===== config.mk =====
export PLATFORM = sky130hd
export DESIGN_NAME = host_cmd_master
export DESIGN_NICKNAME = d
export VERILOG_FILES = /design/src/rtl/host_cmd_master_pkg.sv /design/src/rtl/hcm_rsp_timer.sv /design/src/rtl/host_cmd_master.sv
export SDC_FILE = /design/constraint.sdc
export NUM_CORES = 1
export LEC_CHECK = 0
export CAP_MARGIN = 25
export CORE_ASPECT_RATIO = 1.5
export CORE_UTILIZATION = 50
export DETAILED_ROUTE_END_ITERATION = 10
export PLACE_DENSITY = 0.76
export SLEW_MARGIN = 20
export SYNTH_ARGS = -nofsm -noshare
export SYNTH_HDL_FRONTEND = slang
export SYNTH_SLANG_ARGS = --single-unit

===== constraint.sdc =====
create_clock -name clk -period 3 [get_ports clk]
set_clock_uncertainty 0.1 [all_clocks]
set_input_delay 0.6 -clock clk [delete_from_list [all_inputs] [get_ports clk]]
set_output_delay 0.6 -clock clk [all_outputs]
set_load 0.01 [all_outputs]

===== src/rtl/host_cmd_master_pkg.sv =====
// Shared definitions for the host command master: frame opcodes, command
// encodings and controller state encoding.
package host_cmd_master_pkg;

  localparam logic [7:0] FRAME_WR  = 8'hAA;
  localparam logic [7:0] FRAME_RD  = 8'hBB;
  localparam logic [7:0] FRAME_ALU = 8'hCC;

  typedef enum logic [1:0] {
    OP_WR  = 2'd0,
    OP_RD  = 2'd1,
    OP_ALU = 2'd2,
    OP_ILL = 2'd3
  } cmd_op_e;

  typedef enum logic [2:0] {
    ST_IDLE    = 3'd0,
    ST_SEND    = 3'd1,
    ST_WAIT_HI = 3'd2,
    ST_WAIT_LO = 3'd3,
    ST_RECV    = 3'd4,
    ST_DONE    = 3'd5
  } state_e;

  // Number of bytes transmitted for a command with nb bytes per field.
  function automatic int frame_len(input cmd_op_e op, input int nb);
    case (op)
      OP_WR:   return 1 + 2 * nb;
      OP_RD:   return 1 + nb;
      OP_ALU:  return 2 + 2 * nb;
      default: return 0;
    endcase
  endfunction

endpackage


===== src/rtl/hcm_rsp_timer.sv =====
// Response inactivity timer: cleared on demand, counts while enabled and
// flags expiry on the LIMIT-th counted cycle.
module hcm_rsp_timer
  import host_cmd_master_pkg::*;
#(
  parameter int LIMIT = 4096
) (
  input  logic clk,
  input  logic RST,
  input  logic clr,
  input  logic en,
  output logic expired
);

  localparam int TW = $clog2(LIMIT + 1);

  logic [TW-1:0] cnt_q, cnt_d;

  assign expired = (cnt_q == TW'(LIMIT - 1));

  always_comb begin
    cnt_d = cnt_q;
    if (clr) begin
      cnt_d = '0;
    end else if (en && !expired) begin
      cnt_d = cnt_q + TW'(1);
    end
  end

  always_ff @(posedge clk) begin
    if (!RST) begin
      cnt_q <= '0;
    end else begin
      cnt_q <= cnt_d;
    end
  end

endmodule


===== src/rtl/host_cmd_master.sv =====
// Host command master: serialises register/ALU commands into UART byte
// frames and assembles the byte response, with a response timeout.
module host_cmd_master
  import host_cmd_master_pkg::*;
#(
  parameter int DATA_WIDTH  = 8,
  parameter int RSP_TIMEOUT = 4096
) (
  input  logic                    clk,
  input  logic                    RST,
  input  logic                    CMD_VLD,
  output logic                    CMD_RDY,
  input  logic [1:0]              CMD_OP,
  input  logic [DATA_WIDTH-1:0]   CMD_ADDR,
  input  logic [DATA_WIDTH-1:0]   CMD_DATA,
  input  logic [DATA_WIDTH-1:0]   CMD_OPA,
  input  logic [DATA_WIDTH-1:0]   CMD_OPB,
  input  logic [3:0]              CMD_FUN,
  output logic [7:0]              TX_P_DATA,
  output logic                    TX_D_VLD,
  input  logic                    Busy,
  input  logic [7:0]              RX_P_DATA,
  input  logic                    RX_D_VLD,
  output logic                    RSP_VLD,
  output logic [2*DATA_WIDTH-1:0] RSP_DATA,
  output logic                    RSP_ERR
);

  localparam int NB = DATA_WIDTH / 8;
  localparam int FW = 8 * (2 * NB + 2);
  localparam int CW = $clog2(2 * NB + 3);
  localparam int RW = 2 * DATA_WIDTH;

  state_e                  state_q, state_d;
  cmd_op_e                 op_q, op_d;
  logic [DATA_WIDTH-1:0]   addr_q, addr_d, data_q, data_d;
  logic [DATA_WIDTH-1:0]   opa_q, opa_d, opb_q, opb_d;
  logic [3:0]              fun_q, fun_d;
  logic [CW-1:0]           byte_cnt_q, byte_cnt_d, rx_cnt_q, rx_cnt_d;
  logic [RW-1:0]           rsp_acc_q, rsp_acc_d, rsp_data_q, rsp_data_d;
  logic                    rsp_vld_q, rsp_vld_d, rsp_err_q, rsp_err_d;
  logic [7:0]              tx_p_data_q, tx_p_data_d;
  logic                    tx_d_vld_q, tx_d_vld_d;
  logic                    cmd_rdy_q, cmd_rdy_d;

  logic [FW-1:0]           frame_vec, frame_shift;
  logic [7:0]              tx_byte;
  logic [CW-1:0]           tx_len, rx_len;
  logic                    timer_clr, timer_en, timer_expired;

  hcm_rsp_timer #(
    .LIMIT (RSP_TIMEOUT)
  ) u_rsp_timer (
    .clk     (clk),
    .RST     (RST),
    .clr     (timer_clr),
    .en      (timer_en),
    .expired (timer_expired)
  );

  // Whole frame laid out LSB-byte-first; the byte counter picks the next byte.
  always_comb begin
    frame_vec = '0;
    case (op_q)
      OP_WR:   frame_vec = FW'({data_q, addr_q, FRAME_WR});
      OP_RD:   frame_vec = FW'({addr_q, FRAME_RD});
      OP_ALU:  frame_vec = FW'({4'b0000, fun_q, opb_q, opa_q, FRAME_ALU});
      default: frame_vec = '0;
    endcase
    frame_shift = frame_vec >> {byte_cnt_q, 3'b000};
    tx_byte     = frame_shift[7:0];
    tx_len      = CW'(frame_len(op_q, NB));
    rx_len      = (op_q == OP_ALU) ? CW'(2 * NB) : CW'(NB);
  end

  always_comb begin
    state_d     = state_q;
    op_d        = op_q;
    addr_d      = addr_q;
    data_d      = data_q;
    opa_d       = opa_q;
    opb_d       = opb_q;
    fun_d       = fun_q;
    byte_cnt_d  = byte_cnt_q;
    rx_cnt_d    = rx_cnt_q;
    rsp_acc_d   = rsp_acc_q;
    rsp_data_d  = rsp_data_q;
    rsp_vld_d   = 1'b0;
    rsp_err_d   = rsp_err_q;
    tx_p_data_d = tx_p_data_q;
    tx_d_vld_d  = 1'b0;
    timer_clr   = 1'b0;
    timer_en    = 1'b0;

    case (state_q)
      ST_IDLE: begin
        if (CMD_VLD && cmd_rdy_q) begin
          op_d       = cmd_op_e'(CMD_OP);
          addr_d     = CMD_ADDR;
          data_d     = CMD_DATA;
          opa_d      = CMD_OPA;
          opb_d      = CMD_OPB;
          fun_d      = CMD_FUN;
          byte_cnt_d = '0;
          rx_cnt_d   = '0;
          rsp_acc_d  = '0;
          state_d    = ST_SEND;
        end
      end
      ST_SEND: begin
        if (op_q == OP_ILL) begin
          state_d    = ST_DONE;
          rsp_vld_d  = 1'b1;
          rsp_err_d  = 1'b1;
          rsp_data_d = rsp_acc_q;
        end else if (!Busy) begin
          tx_p_data_d = tx_byte;
          tx_d_vld_d  = 1'b1;
          byte_cnt_d  = byte_cnt_q + CW'(1);
          state_d     = ST_WAIT_HI;
        end
      end
      ST_WAIT_HI: begin
        if (Busy) begin
          state_d = ST_WAIT_LO;
        end
      end
      ST_WAIT_LO: begin
        if (!Busy) begin
          if (byte_cnt_q != tx_len) begin
            state_d = ST_SEND;
          end else if (op_q == OP_WR) begin
            state_d    = ST_DONE;
            rsp_vld_d  = 1'b1;
            rsp_err_d  = 1'b0;
            rsp_data_d = rsp_acc_q;
          end else begin
            state_d   = ST_RECV;
            rx_cnt_d  = '0;
            timer_clr = 1'b1;
          end
        end
      end
      ST_RECV: begin
        timer_en = 1'b1;
        // A byte arriving on the expiry cycle wins over the timeout.
        if (RX_D_VLD) begin
          rsp_acc_d = rsp_acc_q | (RW'(RX_P_DATA) << {rx_cnt_q, 3'b000});
          rx_cnt_d  = rx_cnt_q + CW'(1);
          timer_clr = 1'b1;
          if (rx_cnt_q + CW'(1) == rx_len) begin
            state_d    = ST_DONE;
            rsp_vld_d  = 1'b1;
            rsp_err_d  = 1'b0;
            rsp_data_d = rsp_acc_d;
          end
        end else if (timer_expired) begin
          state_d    = ST_DONE;
          rsp_vld_d  = 1'b1;
          rsp_err_d  = 1'b1;
          rsp_data_d = rsp_acc_q;
        end
      end
      ST_DONE: begin
        state_d = ST_IDLE;
      end
      default: begin
        state_d = ST_IDLE;
      end
    endcase

    cmd_rdy_d = (state_d == ST_IDLE);
  end

  always_ff @(posedge clk) begin
    if (!RST) begin
      state_q     <= ST_IDLE;
      op_q        <= OP_WR;
      addr_q      <= '0;
      data_q      <= '0;
      opa_q       <= '0;
      opb_q       <= '0;
      fun_q       <= '0;
      byte_cnt_q  <= '0;
      rx_cnt_q    <= '0;
      rsp_acc_q   <= '0;
      rsp_data_q  <= '0;
      rsp_vld_q   <= 1'b0;
      rsp_err_q   <= 1'b0;
      tx_p_data_q <= '0;
      tx_d_vld_q  <= 1'b0;
      cmd_rdy_q   <= 1'b1;
    end else begin
      state_q     <= state_d;
      op_q        <= op_d;
      addr_q      <= addr_d;
      data_q      <= data_d;
      opa_q       <= opa_d;
      opb_q       <= opb_d;
      fun_q       <= fun_d;
      byte_cnt_q  <= byte_cnt_d;
      rx_cnt_q    <= rx_cnt_d;
      rsp_acc_q   <= rsp_acc_d;
      rsp_data_q  <= rsp_data_d;
      rsp_vld_q   <= rsp_vld_d;
      rsp_err_q   <= rsp_err_d;
      tx_p_data_q <= tx_p_data_d;
      tx_d_vld_q  <= tx_d_vld_d;
      cmd_rdy_q   <= cmd_rdy_d;
    end
  end

  assign CMD_RDY   = cmd_rdy_q;
  assign TX_P_DATA = tx_p_data_q;
  assign TX_D_VLD  = tx_d_vld_q;
  assign RSP_VLD   = rsp_vld_q;
  assign RSP_DATA  = rsp_data_q;
  assign RSP_ERR   = rsp_err_q;

endmodule


Word-level counts from Yosys, hierarchy flattened
Index checks and enable logic that the tools add are counted.
{"block": "classes", "shift": 2, "reduce_logical": 18, "mux": 57, "n_lt_le_gt_ge": 0, "multipliers": 0, "n_div": 0, "n_bitwise": 5, "eq_ne": 21, "add_sub_neg": 3}
{"op": "$mux W16", "n": 9}
{"op": "$pmux W28 S3", "n": 1}
{"op": "$mux W3", "n": 16}
{"op": "$pmux W16 S3", "n": 1}
{"op": "$pmux W16 S2", "n": 1}
{"op": "$shr A32 B6 Y8", "n": 1}
{"op": "$mux W1", "n": 21}
{"op": "$ne A2 B2 Y1 const B", "n": 9}
{"op": "$pmux W3 S3", "n": 2}
{"op": "$or A16 B16 Y16", "n": 1}
{"op": "$shl A8 B6 Y16", "n": 1}
{"op": "$pmux W3 S5", "n": 1}
{"op": "$add A13 B1 Y13 const B", "n": 1}
{"op": "$eq A13 B12 Y1 const B", "n": 1}
{"op": "$reduce_and A7 Y1", "n": 1}
{"op": "$add A3 B1 Y3 const B", "n": 2}
{"op": "$eq A3 B2 Y1 const B", "n": 2}
{"op": "$logic_not A3 Y1", "n": 2}
{"op": "$pmux W1 S3", "n": 2}
{"op": "$pmux W3 S2", "n": 1}
{"op": "$reduce_and A3 Y1", "n": 2}
{"op": "$reduce_and A6 Y1", "n": 1}
{"op": "$reduce_bool A3 Y1", "n": 2}
{"op": "$eq A2 B2 Y1 const B", "n": 2}
{"op": "18 further kinds", "n": 23}
{"block": "word_totals", "latchBits": 0, "ram_bits": 0, "reg_bits": 104, "mem_count": 0, "output_inout_bits": 28, "word_cells": 123, "mem_bits_ro": 0, "inputBits": 51}

Longest topological paths before layout
Gate-level depths: netlist of the first run.
{"block": "logic_depth", "depth_word": 7, "mapped_depth": 10, "mapped_depth_nobuf": 7}

By module
From an unflattened synthesis of the first run, not the netlist that was laid out.
{"block": "unflattened", "cells_unflattened": 586, "area_unflattened_um2": 4818.4}
{"mod": "host_cmd_master", "seq_area_each_um2": 1821.7, "area_per_inst_um2": 4149.0, "n_inst": 1, "cells_each": 509}
{"mod": "hcm_rsp_timer", "seq_area_each_um2": 260.2, "area_per_inst_um2": 669.4, "n_inst": 1, "cells_each": 77}

Least setup slack after synthesis of the first run
Ideal clock, no wire load.
{"block": "synth_timing", "path_kind": "reg2reg", "from": "register rx_cnt_q[0]", "to": "register rsp_data_q[10], in the netlist RSP_DATA[10]", "period_less_slack_ns": 2.124, "setup_time_ns": 0.143, "arrival_time_ns": 1.881, "t_required_ns": 2.757, "stages_incl_launch_ff": 9, "slack_ns": 0.876, "n_path_buf": 2, "cell_sequence": "dfxtp_1 ha_1 or3_1 a21oi_2 o221a_4 and2_1 buf_6 buf_12 a211oi_2"}
{"block": "synth_via", "elab_chain_cells": 5, "word_cells_on_any_way": 9, "classes_between": "add/sub: 1; eq/ne: 2; shift: 1; mux: 3; bitwise: 1; reduce/logical: 1"}
{"item": "start: declaration", "line": "host_cmd_master.sv:39", "rtl": "logic [CW-1:0] byte_cnt_q, byte_cnt_d, rx_cnt_q, rx_cnt_d;"}
{"item": "start signal: assignment", "line": "host_cmd_master.sv:202", "rtl": "rx_cnt_q <= rx_cnt_d;"}
{"item": "$shl A8 B6 Y16", "line": "host_cmd_master.sv:148", "rtl": "rsp_acc_d = rsp_acc_q | (RW'(RX_P_DATA) << {rx_cnt_q, 3'b000});"}
{"item": "$or A16 B16 Y16", "line": "host_cmd_master.sv:148"}
{"item": "$mux W16", "line": "host_cmd_master.sv:151", "rtl": "if (rx_cnt_q + CW'(1) == rx_len) begin"}
{"item": "$mux W16", "line": "host_cmd_master.sv:147", "rtl": "if (RX_D_VLD) begin"}
{"item": "$pmux W16 S3", "line": "host_cmd_master.sv:95", "rtl": "case (state_q)"}
{"item": "end signal: assignment", "line": "host_cmd_master.sv:204", "rtl": "rsp_data_q <= rsp_data_d;"}
{"item": "end: declaration", "line": "host_cmd_master.sv:40", "rtl": "logic [RW-1:0] rsp_acc_q, rsp_acc_d, rsp_data_q, rsp_data_d;"}
Several ways; a longest one is shown, not always the timed one. The select of a mux whose other input is x is not followed.
A chain may end at the register's enable or synchronous reset.

Worst setup path in the final report of the first run
{"block": "layout_timing", "from": "register op_q[0]", "to": "register rsp_data_q[2], in the netlist RSP_DATA[2]"}
{"block": "layout_via", "elab_chain_cells": 5, "word_cells_on_any_way": 13, "classes_between": "eq/ne: 9; mux: 2; reduce/logical: 2"}
{"item": "start: declaration", "line": "host_cmd_master.sv:35", "rtl": "cmd_op_e op_q, op_d;"}
{"item": "start signal: assignment", "line": "host_cmd_master.sv:195", "rtl": "op_q <= op_d;"}
{"item": "$eq A2 B2 Y1, or another cell as far along", "line": "host_cmd_master_pkg.sv:27, host_cmd_master.sv:73"}
{"item": "$pmux W3 S3 / $mux W2 (equally long branches)", "line": "host_cmd_master_pkg.sv:27, host_cmd_master.sv:73"}
{"item": "$ne A3 B3 Y1 / $eq A3 B2 Y1 (equally long branches)", "line": "host_cmd_master.sv:130, host_cmd_master.sv:151"}
{"item": "$ne A2 B2 Y1 (no line) / $ne A3 B3 Y1 (equally long branches)"}
{"item": "$reduce_and A7 Y1 (no line) *"}
Every way passes the cells marked *; elsewhere a longest branch is shown, timed or not.

==> results of run 1 <==
==> state kept, by name (all words and copies together), names as in the netlist <==
| signal | cells |
|---|---|
| CMD_RDY | 1 |
| RSP_DATA | 16 |
| RSP_ERR | 1 |
| RSP_VLD | 1 |
| TX_D_VLD | 1 |
| TX_P_DATA | 8 |
| addr_q | 8 |
| byte_cnt_q | 3 |
| data_q | 8 |
| fun_q | 4 |
| op_q | 2 |
| opa_q | 8 |
| opb_q | 8 |
| rsp_acc_q | 16 |
| rx_cnt_q | 3 |
| state_q | 3 |
| u_rsp_timer.cnt_q | 13 |
==> per-stage QoR <==
stage	setup slack (ns)	utilization
final	0.466	0.647
after global placement	0.294	0.611
after floorplan	0.876	-
after CTS	0.502	0.647
after detailed placement	0.286	0.611
after global routing	0.357	0.647
==> layout make-up <==
cell class | count | share of cell area
clock buffer | 12 | 0.0467
clock inverter | 4 | 0.00898
inverter | 6 | 0.00394
multi-input combinational | 417 | 0.400
sequential | 104 | 0.365
tap | 110 | 0.0241
timing repair buffer | 88 | 0.152
==> placed cells by master (no fill, tap or decap), drive strengths merged, types with 8 or more instances in the layout <==
master           n
nand2          109
dfxtp          104
a21oi          104
clkdlybuf4s50   78
nor2            54
o21ai           18
a211oi          18
clkbuf          12
nand2b          11
nor2b           11
mux2i           10
buf             10
nand3            8
==> layer usage <==
layer,track usage,vias to the layer above,share of wire
met5,0,-,0
met4,0.128,0,0.040
met3,0.0421,33,0.041
met2,0.394,134,0.51
met1,0.272,1878,0.41
li1,-,2075,-
==> where the power goes <==
group          switching (µW)  leakage [µW]  internal (µW)
registers                67.1      0.000845           1470
clock network             503      0.000155            715
logic                     283       0.00103            226
total                     853       0.00203           2410
==> logic make-up after synthesis <==
family	count (synthesis)	synth area share
buf+inv	44	0.0444
fa+ha+maj	3	0.00823
simple gates	226	0.225
compound gates	169	0.227
mux	10	0.0219
flops	104	0.456
xor+xnor	9	0.0173
==> worst max-delay path: stages (launching register included) <==
cell      delay [ns]
dfxtp_1         0.68
nor2b_2         0.20
or3_1           0.36
a21oi_2         0.21
o221a_4         0.34
and2_1          0.15
buf_4           0.24
a211oi_1        0.12
==> worst paths after layout <==
check,from,endpoint,slack (ns)
worst max-delay path,op_q[0],RSP_DATA[2],0.47
worst min-delay path,u_rsp_timer.cnt_q[12],u_rsp_timer.cnt_q[12],0.33
worst max register to register,op_q[0],RSP_DATA[2],0.47
worst min register to register,u_rsp_timer.cnt_q[12],u_rsp_timer.cnt_q[12],0.33
==> reports/summary.txt, run 1 <==
leakage dissipation: 0.00203 µW
Syn Area/Cell: 8.07 µm²
ANT cells: 0
core area: 8830 µm²
Worst setup SP type: flip-flop
area post-placement: 5390 µm²
Hold Fails Final Rpt: 0
TritonCTS Buffers: 9
Peak VDD IR: 0.375 mV
register bit total from synthesis: 104
routability cong.: 0.884
share of layout cells above drive strength 1: 0.0681
via count: 4120
nets: 680
initial antenna violation count: 0
ys async rst share: 0
CTS resizes: 0
Post-synth top cells: 109 x nand2_1, 104 x dfxtp_1, 102 x a21oi_1, 54 x nor2_1, 24 x clkbuf_1
synth warn: 0
buffers added on ports: 78
hpwl dp: 7310 µm
clock tree buffer depth: 2
RSZ-0062 raised after global routing: no
vias per std cell: 5.56
period utilization: 0.845
Max-slew headroom: 0.615
fmax: 395 MHz
area growth from synthesis to layout: 25.2%
EDFF count, synth: 0
Critical Path AT: 2.66 ns
total clock sinks: 104
Hold-fix buffers, CTS: 0
clock transition at the registers of the reported paths: 0.07 ns
Final Instance Area: 5710 µm²
first-pass detailed-route iteration total: 5
Min Hold Slack: 0.334 ns
Reg2Reg Depth: 7
Mapped Cells: 565
Overflow after GRT: 0
slew at the pin with the worst max-slew slack: 0.577 ns
power density over the cells: 572 nW/µm²
multi-input logic area: 2280 µm²
CP endpoint kind: flip-flop
drt wl/cell: 14.3 µm
TNS Setup: 0 ns
kind of critical path: reg -> reg
Yosys cell types: 53
Reg area: 2080 µm²
GRT Util Overall: 0.233
Starting Density: 0.517
Die Footprint: 9520 µm²
drt initial violations: 259
placed cells: 725
row count: 42
Die X: 80.0 µm
global-route wire length before repair: 17400 µm
WHS Path Cells: 2
worst hold path class: reg -> reg
number of filler cells placed in the layout: 771
share of the synthesized area in the top cell type: 0.456
number of I/O pins: 79
setup bufs post-CTS: 0
MaxCap Viol Count: 0
Non-Filler Instances: 741
area leader, netlist: dfxtp_1
Primary FF master, synth: dfxtp_1
largest net degree at the start of global routing: 45
clock latency on the worst-skew pair: 0.35 ns
most common cell in the netlist: nand2_1
count of pins over their slew limit: 0
final setup fails: 0
Synth Net Count: 619
Final Power: 3270 µW
clock root cell: clkbuf_16
Cell Area, Synth: 4560 µm²
CTS H-tree lvls: 3
CTS tree: yes
Area contributors post-synth: dfxtp_1 46%, a21oi_1 11%, nand2_1 9.0%, nor2_1 4.4%, a211oi_2 2.2%
final wirelength: 10600 µm
Die H: 119 µm
status: finished, final reports clean
crit path time final: 2.53 ns
post-route antenna net violation count: 0
DRC viols: 0
WP data required: 3.12 ns
vias in the first global route: 3838
critical path fanouts, max: 18
sequential share of the synthesized area: 0.456
Note: power is estimated with default switching activity, not from simulation.
==> run 2: changes to the inputs <==
==> constraint.sdc (replaced) <==
create_clock -name clk -period 2.51 [get_ports clk]
set_clock_uncertainty 0.1 [all_clocks]
set_input_delay 0.502 -clock clk [delete_from_list [all_inputs] [get_ports clk]]
set_output_delay 0.502 -clock clk [all_outputs]
set_load 0.01 [all_outputs]
==> run 2 against run 1 <==
  * Fmax is 14% higher
  * Sequential share of layout area is 0.60 points lower
  * Highest routed layer unchanged
  * Setup slack worse by 0.18 ns
  * Final cell count is 1.1% higher
  * Largest power group unchanged
  * Register-to-register slack worse by 0.18 ns
  * Combinational power is 24% higher
  * Core utilization is 1.1 points higher
  * Global-route usage is 0.18 points higher
==> reports/summary.txt, run 2 (synthesis results as in run 1) <==
largest net degree at the start of global routing: 71 (was 45)
GRT Util Overall: 0.235 (was 0.233)
met2 WL: 5510 µm (was 5350 µm)
count of pins over their slew limit: 0 (unchanged)
clock latency on the worst-skew pair: 0.34 ns (was 0.35 ns)
most common cell after layout, fill and taps aside: nand2_1 (unchanged)
period utilization: 0.888 (was 0.845)
DRC viols: 0 (unchanged)
area post-placement: 5490 µm² (was 5390 µm²)
global-route wire length before repair: 17600 µm (was 17400 µm)
critical path fanouts, max: 16 (was 18)
top sig layer: met4 (unchanged)
Die H: 119 µm (unchanged)
TritonCTS Buffers: 9 (unchanged)
Overflow after GRT: 0 (unchanged)
placed cells: 734 (was 725)
first-pass detailed-route iteration total: 4 (was 5)
CTS H-tree lvls: 3 (unchanged)
final wirelength: 10600 µm (about the same)
total clock sinks: 104 (unchanged)
initial antenna violation count: 0 (unchanged)
RSZ-0062 raised after global routing: no (unchanged)
via count: 4187 (was 4120)
number of I/O pins: 79 (unchanged)
nets: 689 (was 680)
number of filler cells placed in the layout: 786 (was 771)
Final Instance Area: 5810 µm² (was 5710 µm²)
clock transition at the registers of the reported paths: 0.07 ns (about the same)
vias in the first global route: 3876 (was 3838)
slew at the pin with the worst max-slew slack: 0.524 ns (was 0.577 ns)
leakage dissipation: 0.00208 µW (was 0.00203 µW)
row count: 42 (unchanged)
drt wl/cell: 14.2 µm (was 14.3 µm)
Non-Filler Instances: 749 (was 741)
WP data required: 2.67 ns (was 3.12 ns)
core area: 8830 µm² (unchanged)
kind of critical path: reg -> reg (unchanged)
crit path time final: 2.23 ns (was 2.53 ns)
Worst setup SP type: flip-flop (unchanged)
Max-slew headroom: 0.650 (was 0.615)
final setup fails: 0 (unchanged)
met1 WL: 4340 µm (was 4370 µm)
critical path, cell by cell: ha_1, or3_1, a21oi_2, o221a_4, buf_4, a21oi_1, a211oi_2 (was nor2b_2, or3_1, a21oi_2, o221a_4, and2_1, buf_4, a211oi_1)
Die Footprint: 9520 µm² (unchanged)
MaxCap Viol Count: 0 (unchanged)
Die X: 80.0 µm (unchanged)
hpwl dp: 7470 µm (was 7310 µm)
Worst path slowest cell: dfxtp_1 (unchanged)
routability cong.: 0.832 (was 0.884)
met3 WL: 376 µm (was 432 µm)
status: finished, final reports clean (unchanged)
clock tree buffer depth: 2 (unchanged)
power density over the cells: 684 nW/µm² (was 572 nW/µm²)
drt initial violations: 177 (was 259)
CP endpoint kind: flip-flop (unchanged)
ANT cells: 0 (unchanged)
CP max stage delay: 0.45 ns (was 0.68 ns)
Hold Fails Final Rpt: 0 (unchanged)
post-route antenna net violation count: 0 (unchanged)
most frequent cells in the layout: 109 x nand2_1, 104 x dfxtp_1, 102 x a21oi_1, 78 x clkdlybuf4s50_1, 54 x nor2_1 (unchanged)
Final Power: 3970 µW (was 3270 µW)
CTS tree: yes (unchanged)
clock root cell: clkbuf_16 (unchanged)
Peak VDD IR: 0.426 mV (was 0.375 mV)
buffers added on ports: 78 (unchanged)
worst hold path class: reg -> reg (unchanged)
share of layout cells above drive strength 1: 0.0782 (was 0.0681)
vias per std cell: 5.59 (was 5.56)
Hold-fix buffers, CTS: 0 (unchanged)
fmax: 449 MHz (was 395 MHz)
Starting Density: 0.517 (unchanged)
CTS resizes: 0 (unchanged)
setup bufs post-CTS: 0 (unchanged)
area growth from synthesis to layout: 27.3% (was 25.2%)
Critical Path AT: 2.39 ns (was 2.66 ns)
run 2: metal layers:
layer | GRT usage | up-vias
li1 | - | 2097
met1 | 0.273 | 1949
met2 | 0.406 | 109
met3 | 0.0322 | 32
met4 | 0.129 | 0
met5 | 0 | -
run 2: critical path: cells and delay by family, from the launching register on:
family,cells,cell delay (ns)
adder cells (fa/ha/maj),1,0.29
buffers and inverters,1,0.20
AND/OR/NAND/NOR,1,0.36
flip-flops,1,0.45
AO/OA/AOI/OAI,4,0.72
run 2: area by class of cell:
class                           instances  area (µm²)  share of cell area
Tap cell                              110         138              0.0237
Clock buffer                           11         243              0.0418
Timing Repair Buffer                   97         961               0.166
Clock inverter                          4        77.6              0.0134
Multi-Input combinational cell        417        2280               0.393
Sequential cell                       104        2080               0.359
Inverter                                6        22.5             0.00388
run 2: stage by stage:
step / util / worst slack [ns] / TNS (ns) / hold WS [ns]
floorplan: - / 0.386 / 0 / 0.305
global placement: 0.621 / 0.103 / 0 / 0.319
detailed placement: 0.621 / -0.0196 / -0.0196 / 0.337
CTS: 0.658 / 0.275 / 0 / 0.344
global route: 0.658 / 0.104 / 0 / 0.372
finish: 0.658 / 0.281 / 0 / 0.340
run 2: power by group:
group / switching, µW / internal [µW] / total (µW)
sequential: 77.5 / 1760 / 1840
combinational: 342 / 290 / 631
clock: 605 / 902 / 1510
run 2: worst paths after layout:
check	to	startpoint	slack [ns]	cells after the start
worst min-delay path	u_rsp_timer.cnt_q[12]	u_rsp_timer.cnt_q[12]	0.34	2
worst min register to register	u_rsp_timer.cnt_q[12]	u_rsp_timer.cnt_q[12]	0.34	2
worst max-delay path	RSP_DATA[10]	rx_cnt_q[0]	0.28	7
worst max register to register	RSP_DATA[10]	rx_cnt_q[0]	0.28	7
==> RTL edit: new RTL, config.mk and constraints of run 2 <==
Change the parameter `DATA_WIDTH` from 8 to 16.
--- a/src/rtl/host_cmd_master.sv
+++ b/src/rtl/host_cmd_master.sv
@@ -4,5 +4,5 @@
   import host_cmd_master_pkg::*;
 #(
-  parameter int DATA_WIDTH  = 8,
+  parameter int DATA_WIDTH  = 16,
   parameter int RSP_TIMEOUT = 4096
 ) (
Interface: changed (5 resized); port bits go from 79 to 127. The function was not compared with the original's and may differ.
==> RTL edit against run 2 <==
  * Final area up 66%
  * Area after synthesis up 59%
  * Cell count up 63%
  * Sequential cell count up 64
  * Combinational power up 74%
  * Synthesized cell count up 57%
  * Clock power up 96%
  * Total power up 75%
  * Hold slack worse by 9.5 ps
  * Setup slack worse by 160 ps
  * Routed wire length up 84%
  * Non-clock buffer count up 78
  * Critical endpoint is now RSP_DATA[31]
==> RTL edit: results (changes against run 2) <==
Routing
  • Metal-1 WL: 7.68 mm (+77%)
  • Vias: 6,796 (+62%)
  • DR WL met2: 10.4 mm (+89%)
  • Starting DRT DRC Count: 353 (+99%)
  • Metal3 WL: 765 µm (+100%)
  • Routed WL: 19.6 mm (+84%)

Cells and area
  • Multi-input comb cells: 645 (+55%)
  • Share of layout cells above drive strength 1: 0.0934 (+0.0151)
  • Fin cells: 1,220 (+63%)
  • Signal buffers share of area: 0.176 (+0.0107)
  • Clock buffer count: 20 (+9)
  • Sequential cell area share: 0.350 (-0.00899)
  • Final non-filler cell area: 9620 µm² (+66%)
  • Clk cell area share: 0.0693 (+0.0141)
  • Nets: 1,107 (+61%)
  • Nonclk inv count: 9 (+3)
  • Non-Clock Buffer Count: 175 (+80%)

Global routing
  • Grt met3 use: 0.0430 (+0.0108)
  • First-pass GRT wire length: 31.1 mm (+76%)
  • Largest net degree at the start of global routing: 56 (-21%)
  • Grt met2 use: 0.470 (+0.0635)
  • Tot GR Track Use: 0.265 (+0.0299)

Synth
  • Top_reg_cell synth: dfxtp_1
  • Post-Syn Nets: 979 (+58%)
  • Yosys cell types: 61 (+15%)
  • Synth top cells by count: 184 x nand2_1, 168 x dfxtp_1, 124 x a21oi_1
  • Avg Cell Area, Syn: 8.19 µm² (+1.4%)
  • Ranking of synthesized cells by area: dfxtp_1 46%, nand2_1 9.5%, a21oi_1 8.5%, mux2i_1 4.8%, o21ai_0 3.6%

CTS
  • Sink Count: 168 (+62%)
  • H-tree levels: 4 (+1)
  • Worst-Skew Late Latency: 420 ps (+80 ps)
  • TritonCTS Buffers: 17 (+8)

Status
  • Outcome: completed

Placed design
  • Post-DP Area: 8930 µm² (+63%)
  • Port Buffers: 126 (+62%)
  • RePlAce Congestion: 0.865 (+3.9%)
  • Detailed Place HPWL: 13.5 mm (+81%)

Power
  • Max VDD drop: 512 µV (+20%)
  • Sw frac: 0.254 (-0.00369)
  • Clock power frac: 0.424 (+0.045)
  • Total power: 6970 µW (+75%)

Min path
  • Hold Crit Class: in2reg
  • Hold Path End: CMD_RDY
  • Min-delay src: RST

Critical path
  • R2R Setup Slk: 120 ps (-160 ps)
  • Worst setup endpoint: RSP_DATA[31]
  • Worst Path Max Fanout: 17 (+1)
  • Crit. Startpoint: rx_cnt_q[1]
  • Worst reg2reg path depth: 8 (+1)

STA
  • Final worst hold slack: 330 ps (-9.48 ps)
  • Slew @ Worst Pin: 615 ps (+90.8 ps)
==> RTL edit: cell types whose count changed in the layout (fill, tap and decap cells not counted), sizes merged, moves of 9 or more <==
cell,before,now
a211oi,18,3
a21oi,104,125
a22o,0,10
and3,5,35
buf,19,49
clkbuf,11,21
clkdlybuf4s50,78,125
dfxtp,104,168
mux2i,10,35
nand2,109,184
nor2,54,63
o21ai,18,52
xnor2,2,13
==> RTL edit: kinds of logic (layout without fill, tap and decap cells) <==
logic type                 Yosys count  in the layout  share of synthesized area
and+or+nand+nor                    347            347                      0.216
AOI/OAI and AO/OA                  239            239                      0.197
DFF                                168            168                      0.462
buffers and inverters               75            215                     0.0425
muxes                               36             36                     0.0497
xor gates and xnor gates            15             15                     0.0181
adders and majority gates            8              8                     0.0138
==> RTL edit: critical path, stage by stage (launching register included) <==
cell and delay, ps:
dfxtp_2 390, ha_1 220, xnor2_1 140, mux2_2 370
and2_1 180, a2111oi_4 260, buf_4 190, buf_6 240
mux2i_1 210
